`src/rtl/bpsk_frame_controller.sv`:
```
// BPSK receive framer: hunts for the sync word in either polarity, reads a
// length header, packs payload bits into bytes and queues them in a small
// output FIFO. It aborts the frame and asks the demodulator to re-acquire
// when symbols stop arriving mid-frame.
module bpsk_frame_controller #(
  parameter int                   SYNC_BITS      = 16,
  parameter logic [SYNC_BITS-1:0] SYNC_WORD      = 16'h2DD4,
  parameter int                   MAX_LEN        = 32,
  parameter int                   TIMEOUT_CYCLES = 65535,
  parameter int                   FIFO_DEPTH     = 4
) (
  input  logic       clock,
  input  logic       reset,
  input  logic       bit_in,
  input  logic       bit_write,
  output logic [7:0] byte_data,
  output logic       byte_last,
  output logic       byte_valid,
  input  logic       byte_ready,
  output logic       frame_active,
  output logic       sync_invert,
  output logic       demod_restart,
  output logic       frame_done,
  output logic       frame_error
);

  localparam int AW = $clog2(FIFO_DEPTH);
  localparam int TW = $clog2(TIMEOUT_CYCLES) + 1;
  localparam logic [TW-1:0] TIMEOUT_LAST = TW'(TIMEOUT_CYCLES - 1);
  localparam logic [7:0]    MAX_LEN_B    = 8'(MAX_LEN);

  localparam logic [1:0] ST_HUNT    = 2'd0;
  localparam logic [1:0] ST_LENGTH  = 2'd1;
  localparam logic [1:0] ST_PAYLOAD = 2'd2;

  logic [1:0]           state;
  logic [SYNC_BITS-2:0] shift_reg;
  logic [SYNC_BITS-1:0] shift_next;
  logic [2:0]           bit_cnt;
  logic [7:0]           byte_cnt;
  logic [7:0]           len_reg;
  logic [6:0]           data_shift;
  logic [7:0]           assembled;
  logic [TW-1:0]        timeout_cnt;

  logic [8:0]           fifo_mem [FIFO_DEPTH];
  logic [AW:0]          wr_ptr;
  logic [AW:0]          rd_ptr;

  logic eff;
  logic fifo_empty;
  logic fifo_full;
  logic pop;
  logic push;
  logic byte_complete;
  logic last_byte;
  logic timeout_hit;

  // Only the last SYNC_BITS-1 raw bits are stored; the live bit completes the window.
  assign shift_next    = {shift_reg, bit_in};
  assign eff           = bit_in ^ sync_invert;
  assign assembled     = {data_shift, eff};

  assign fifo_empty    = (wr_ptr == rd_ptr);
  assign fifo_full     = (wr_ptr[AW] != rd_ptr[AW]) &&
                         (wr_ptr[AW-1:0] == rd_ptr[AW-1:0]);
  assign byte_valid    = !fifo_empty;
  assign pop           = byte_valid && byte_ready;

  assign frame_active  = (state == ST_LENGTH) || (state == ST_PAYLOAD);
  assign byte_complete = bit_write && (state == ST_PAYLOAD) && (bit_cnt == 3'd7);
  assign last_byte     = (byte_cnt == len_reg - 8'd1);
  assign push          = byte_complete && (!fifo_full || pop);
  assign timeout_hit   = frame_active && !bit_write && (timeout_cnt == TIMEOUT_LAST);

  // The head entry is shown only while valid, so an empty FIFO presents zeros.
  assign byte_data     = byte_valid ? fifo_mem[rd_ptr[AW-1:0]][7:0] : 8'd0;
  assign byte_last     = byte_valid && fifo_mem[rd_ptr[AW-1:0]][8];

  // Frame sequencer: sync hunt, length header, payload assembly and the silence watchdog.
  always_ff @(posedge clock or posedge reset) begin
    if (reset) begin
      state         <= ST_HUNT;
      shift_reg     <= '0;
      bit_cnt       <= 3'd0;
      byte_cnt      <= 8'd0;
      len_reg       <= 8'd0;
      data_shift    <= 7'd0;
      timeout_cnt   <= '0;
      sync_invert   <= 1'b0;
      frame_done    <= 1'b0;
      frame_error   <= 1'b0;
      demod_restart <= 1'b0;
    end else begin
      frame_done    <= 1'b0;
      frame_error   <= 1'b0;
      demod_restart <= 1'b0;

      if (frame_active && !bit_write) begin
        timeout_cnt <= timeout_cnt + TW'(1);
      end else begin
        timeout_cnt <= '0;
      end

      case (state)
        ST_HUNT: begin
          if (bit_write) begin
            if (shift_next == SYNC_WORD || shift_next == ~SYNC_WORD) begin
              sync_invert <= (shift_next != SYNC_WORD);
              state       <= ST_LENGTH;
              shift_reg   <= '0;
              bit_cnt     <= 3'd0;
              data_shift  <= 7'd0;
            end else begin
              shift_reg <= shift_next[SYNC_BITS-2:0];
            end
          end
        end

        ST_LENGTH, ST_PAYLOAD: begin
          if (bit_write) begin
            data_shift <= assembled[6:0];
            bit_cnt    <= bit_cnt + 3'd1;
            if (bit_cnt == 3'd7) begin
              if (state == ST_LENGTH) begin
                if (assembled == 8'd0 || assembled > MAX_LEN_B) begin
                  frame_error <= 1'b1;
                  state       <= ST_HUNT;
                end else begin
                  len_reg  <= assembled;
                  byte_cnt <= 8'd0;
                  state    <= ST_PAYLOAD;
                end
              end else if (!push) begin
                frame_error <= 1'b1;
                state       <= ST_HUNT;
              end else begin
                byte_cnt <= byte_cnt + 8'd1;
                if (last_byte) begin
                  frame_done <= 1'b1;
                  state      <= ST_HUNT;
                end
              end
            end
          end else if (timeout_hit) begin
            frame_error   <= 1'b1;
            demod_restart <= 1'b1;
            state         <= ST_HUNT;
            bit_cnt       <= 3'd0;
            timeout_cnt   <= '0;
          end
        end

        default: state <= ST_HUNT;
      endcase
    end
  end

  // FIFO pointers; reset discards any queued bytes.
  always_ff @(posedge clock or posedge reset) begin
    if (reset) begin
      wr_ptr <= '0;
      rd_ptr <= '0;
    end else begin
      if (push) wr_ptr <= wr_ptr + (AW+1)'(1);
      if (pop)  rd_ptr <= rd_ptr + (AW+1)'(1);
    end
  end

  // FIFO storage carries the byte plus its end-of-frame flag.
  always_ff @(posedge clock) begin
    if (push) fifo_mem[wr_ptr[AW-1:0]] <= {last_byte, assembled};
  end

endmodule

```
`config.mk`:
```
export PLATFORM = sky130hd
export DESIGN_NAME = bpsk_frame_controller
export DESIGN_NICKNAME = d
export VERILOG_FILES = /design/src/rtl/bpsk_frame_controller.sv
export SDC_FILE = /design/constraint.sdc
export NUM_CORES = 1
export LEC_CHECK = 0
export BUFFER_PORTS_ARGS = -buffer_cell sky130_fd_sc_hd__buf_4
export CORE_UTILIZATION = 36
export CTS_BUF_LIST = sky130_fd_sc_hd__clkbuf_4
export CTS_CLUSTER_DIAMETER = 200
export DETAILED_ROUTE_END_ITERATION = 8
export PLACE_DENSITY = 0.54
export SETUP_SLACK_MARGIN = 0.1
export SYNTH_ARGS = -nofsm -noshare
export SYNTH_HDL_FRONTEND = slang
export SYNTH_SLANG_ARGS = --single-unit
```
`constraint.sdc`:
```
create_clock -name clock -period 2.9 [get_ports clock]
set_input_delay 0 -clock clock [delete_from_list [all_inputs] [get_ports clock]]
set_output_delay 0 -clock clock [all_outputs]
set_load 0.02 [all_outputs]
```
==> flow_metrics.py <==
metrics = {
    "route": {
        "num_vias": 3001,
        "viasPerCell": 5.035,
        "first_pass_iters": 4,
        "final_antenna_net_count": 0,
        "drt-initial-drc-count": 246,
        "wl_per_cell_um": 15.25,
        "drc": 0,
        "wl_um": 9089,
    },
    "layout": {
        "area_growth_pct": 11.50,
        "seqCellArea_sq_mm": 0.002833,
        "final_util_pct": 41.12,
        "nFillCells": 1281,
        "multi_input_area_sq_mm": 0.001959,
        "n_antenna_cell": 0,
        "largest_reg_flops": 36,
        "drive_gt1_share_pct": 16.90,
        "fin_nets": 435,
    },
    "pwr": {
        "p_switching_uw": 862.5,
        "p_leak_uw": 0.002185,
        "p_clk_share_pct": 24.4,
        "peakVddDrop_mv": 0.3650,
        "combPwrFrac_pct": 18.6,
        "p_int_uw": 2049,
        "seqPwrFrac_pct": 57.0,
        "p_sw_share_pct": 29.62,
        "power.density_mw_per_mm2": 534.7,
    },
    "synthesis": {
        "async_reset_ff_share_pct": 66.04,
        "synth_cells": 384,
        "synth_seq_area_share_pct": 58.01,
        "yosysTopAreaCell": "dfrtp_1",
        "synthFlopType": "dfrtp_1",
        "avgSynthCellArea_sq_um": 12.72,
        "yosysTopAreaCellShare_pct": 35.87,
        "synth.top_cells.by_area": "dfrtp_1 36%, edfxtp_1 22%, mux4_2 4.2%",
        "synth_nets": 404,
        "ys_ff_latch": 106,
        "synth_cell_types": 53,
        "synth.cell_area_sq_mm": 0.004883,
        "synth-warning-count": 0,
        "synth_edf_count": 36,
    },
    "clock_network": {
        "cts.repair.resized": 0,
        "cts_root_buf": "clkbuf_4",
        "cts.sinks": 106,
        "clockBufferDepth": 2,
        "cts_buffers": 9,
        "clock_latency_ps": 470,
        "cts_tree": "built",
        "post-cts-setup-buffers": 0,
        "hold_buffers": 4,
        "cts.clk_slew.worst_paths_ps": 170,
        "cts.htree.levels": 3,
    },
    "job": {
        "drv_cap": 0,
    },
    "worst_setup_path": {
        "r2r_slack_ps": 420,
        "max_stage_delay_ps": 470,
        "r2r-end": "state[0]$_DFFE_PP0P_",
        "cp_cell_sequence": "inv_1 > ha_1 > or3b_2 > nor3_1 > xnor2_1 > o2111ai_1 > a21oi_1 > mux2_2",
        "critPathArrivalTime_ps": 2850,
        "r2r_cells": 8,
        "crit_path_start": "len_reg[0]$_DFFE_PP0P_",
        "cp-start-kind": "flip-flop",
        "critPathKind": "flip-flop to flip-flop",
        "cp.required_ps": 3270,
        "critPathSlowestCell": "or3b_2",
        "timing.rr.start": "len_reg[0]$_DFFE_PP0P_",
        "critPathMaxFanout": 5,
        "end_kind": "flip-flop",
    },
    "timing": {
        "rsz0062_at_grt": "false",
        "max_freq_ghz": 0.4032,
        "hold_viol": 0,
        "slew_headroom_pct": 50.23,
        "fin_crit_sh_pct": 85.53,
        "tns_ps": 0,
        "drv_slew": 0,
        "setup_violations": 0,
        "skew_ps": 24.97,
        "period_minus_slack_ps": 2480,
        "worstMarginPinSlew_ps": 745.5,
    },
    "grt": {
        "grtUsageTotal_pct": 14.35,
        "antenna_found_initial": 0,
        "grt_pass1_vias": 3111,
        "grt_overflow": 0,
        "grt_pass1_wl_um": 15730,
        "grt_max_degree": 37,
    },
    "place": {
        "io_buffers": 19,
        "place.gp.congestion": 0.8166,
        "dp_hpwl_um": 6196,
    },
    "floorplanning": {
        "die_y_um": 118.5,
        "die_w_um": 118.5,
        "die-area_sq_mm": 0.01404,
        "initial_core_util_pct": 36.88,
        "num_rows": 42,
        "core_sq_mm": 0.01324,
        "io_pins": 20,
    },
    "worst_hold_path": {
        "hold_path_class": "primary input to asynchronous set/reset pin",
    },
    "status": {
        "status": "complete, no violations",
    },
}
[synthesized netlist by cell type, drive strengths merged (3+ instances only)]
cell     count
nand2       20
o2111ai      3
a22o        23
edfxtp      36
nand4        4
nor4bb       4
ha          15
and2        21
mux2         8
nor3        10
xnor2       18
inv         13
o21ai        7
o211ai       5
and3         6
a21oi        4
nor2        33
nand3       14
o21a         3
xor2        17
mux4         9
clkbuf       9
dfrtp       70
[per-layer routing]
| layer | vias up | global-route usage, % | wire length (um) |
|---|---|---|---|
| met2 | 35 | 23.68 | 4389 |
| met3 | 6 | 3.958 | 250 |
| li1 | 1460 | - | - |
| met4 | 0 | 3.085 | 81 |
| met1 | 1500 | 18.88 | 4368 |
| met5 | - | 0 | 0 |
[cells in the final DEF (no fill, tap or decap), types with 4 or more instances in the layout]
master	n
o21ai_0	6
nor2_1	33
nand3_1	14
a21oi_1	4
buf_4	26
dfrtp_1	70
dlygate4sd3_1	4
edfxtp_1	36
mux2_2	8
ha_1	15
and2_1	21
nand2_1	19
a22o_1	20
xnor2_1	18
mux4_2	9
nor3_1	9
inv_1	12
o211ai_1	5
clkbuf_4	9
nand4_1	4
nor4bb_1	4
and3_1	6
xor2_1	17
[per-stage QoR]
| step | instances | setup slack (ps) | hold WS (ps) | power, uW | area [sq um] |
|---|---|---|---|---|---|
| 3_5_place_dp | 576 | 412.9 | 187.5 | 2246 | 5276 |
| 4_1_cts | 596 | 398.9 | 207.9 | 2967 | 5445 |
| 3_3_place_gp | 576 | 484.8 | 181.8 | 2234 | 5276 |
| 2_1_floorplan | 384 | 493.8 | 132.7 | 2057 | 4883 |
| 6_report | 596 | 419.8 | 211.7 | 2912 | 5445 |
| 5_1_grt | 596 | 171.1 | 233.5 | 3071 | 5445 |
[how the worst max path moves through the flow]
stage	endpoint	cells past startpoint
3_3_place_gp	state[0]$_DFFE_PP0P_	8
5_1_grt	state[0]$_DFFE_PP0P_	8
6_report	state[0]$_DFFE_PP0P_	8
4_1_cts	state[0]$_DFFE_PP0P_	8
3_5_place_dp	state[0]$_DFFE_PP0P_	8
2_1_floorplan	state[0]$_DFFE_PP0P_	8
[area by class of cell]
class,count,share of cell area [%]
inverters,13,0.8961
multi-input cells,254,35.98
flip-flops and latches,106,52.02
clock inverters,7,1.126
repair buffers,31,4.688
well taps,176,4.044
clock buffers,9,1.241
[power by group through the flow]
stage,sequential (uW),clock (uW),combinational (uW)
CTS,1660,745,561
floorplan,1680,0,379
detailed placement,1690,0,557
global route,1670,802,598
global placement,1690,0,546
finish,1660,709,542
[worst max-delay path, delay by kind of cell (launching register included)]
kind                       cells  cell delay [ps]
and+or+nand+nor                2              660
AOI/OAI and AO/OA              2              500
DFF                            1              460
muxes                          1              360
adders and majority gates      1              180
xor gates and xnor gates       1              140
buffers and inverters          1              100
[cell families (layout without fill, tap and decap cells)]
group | count (synthesis) | in the layout | share of synthesized area [%]
AO/OA/AOI/OAI | 54 | 54 | 8.865
XOR/XNOR | 35 | 35 | 6.277
adder cells (fa/ha/maj) | 15 | 15 | 3.843
buffers and inverters | 24 | 60 | 1.870
flip-flops | 106 | 106 | 58.01
multiplexers | 18 | 18 | 6.200
AND/OR/NAND/NOR | 132 | 132 | 14.94
(Power assumes the default switching activity.)
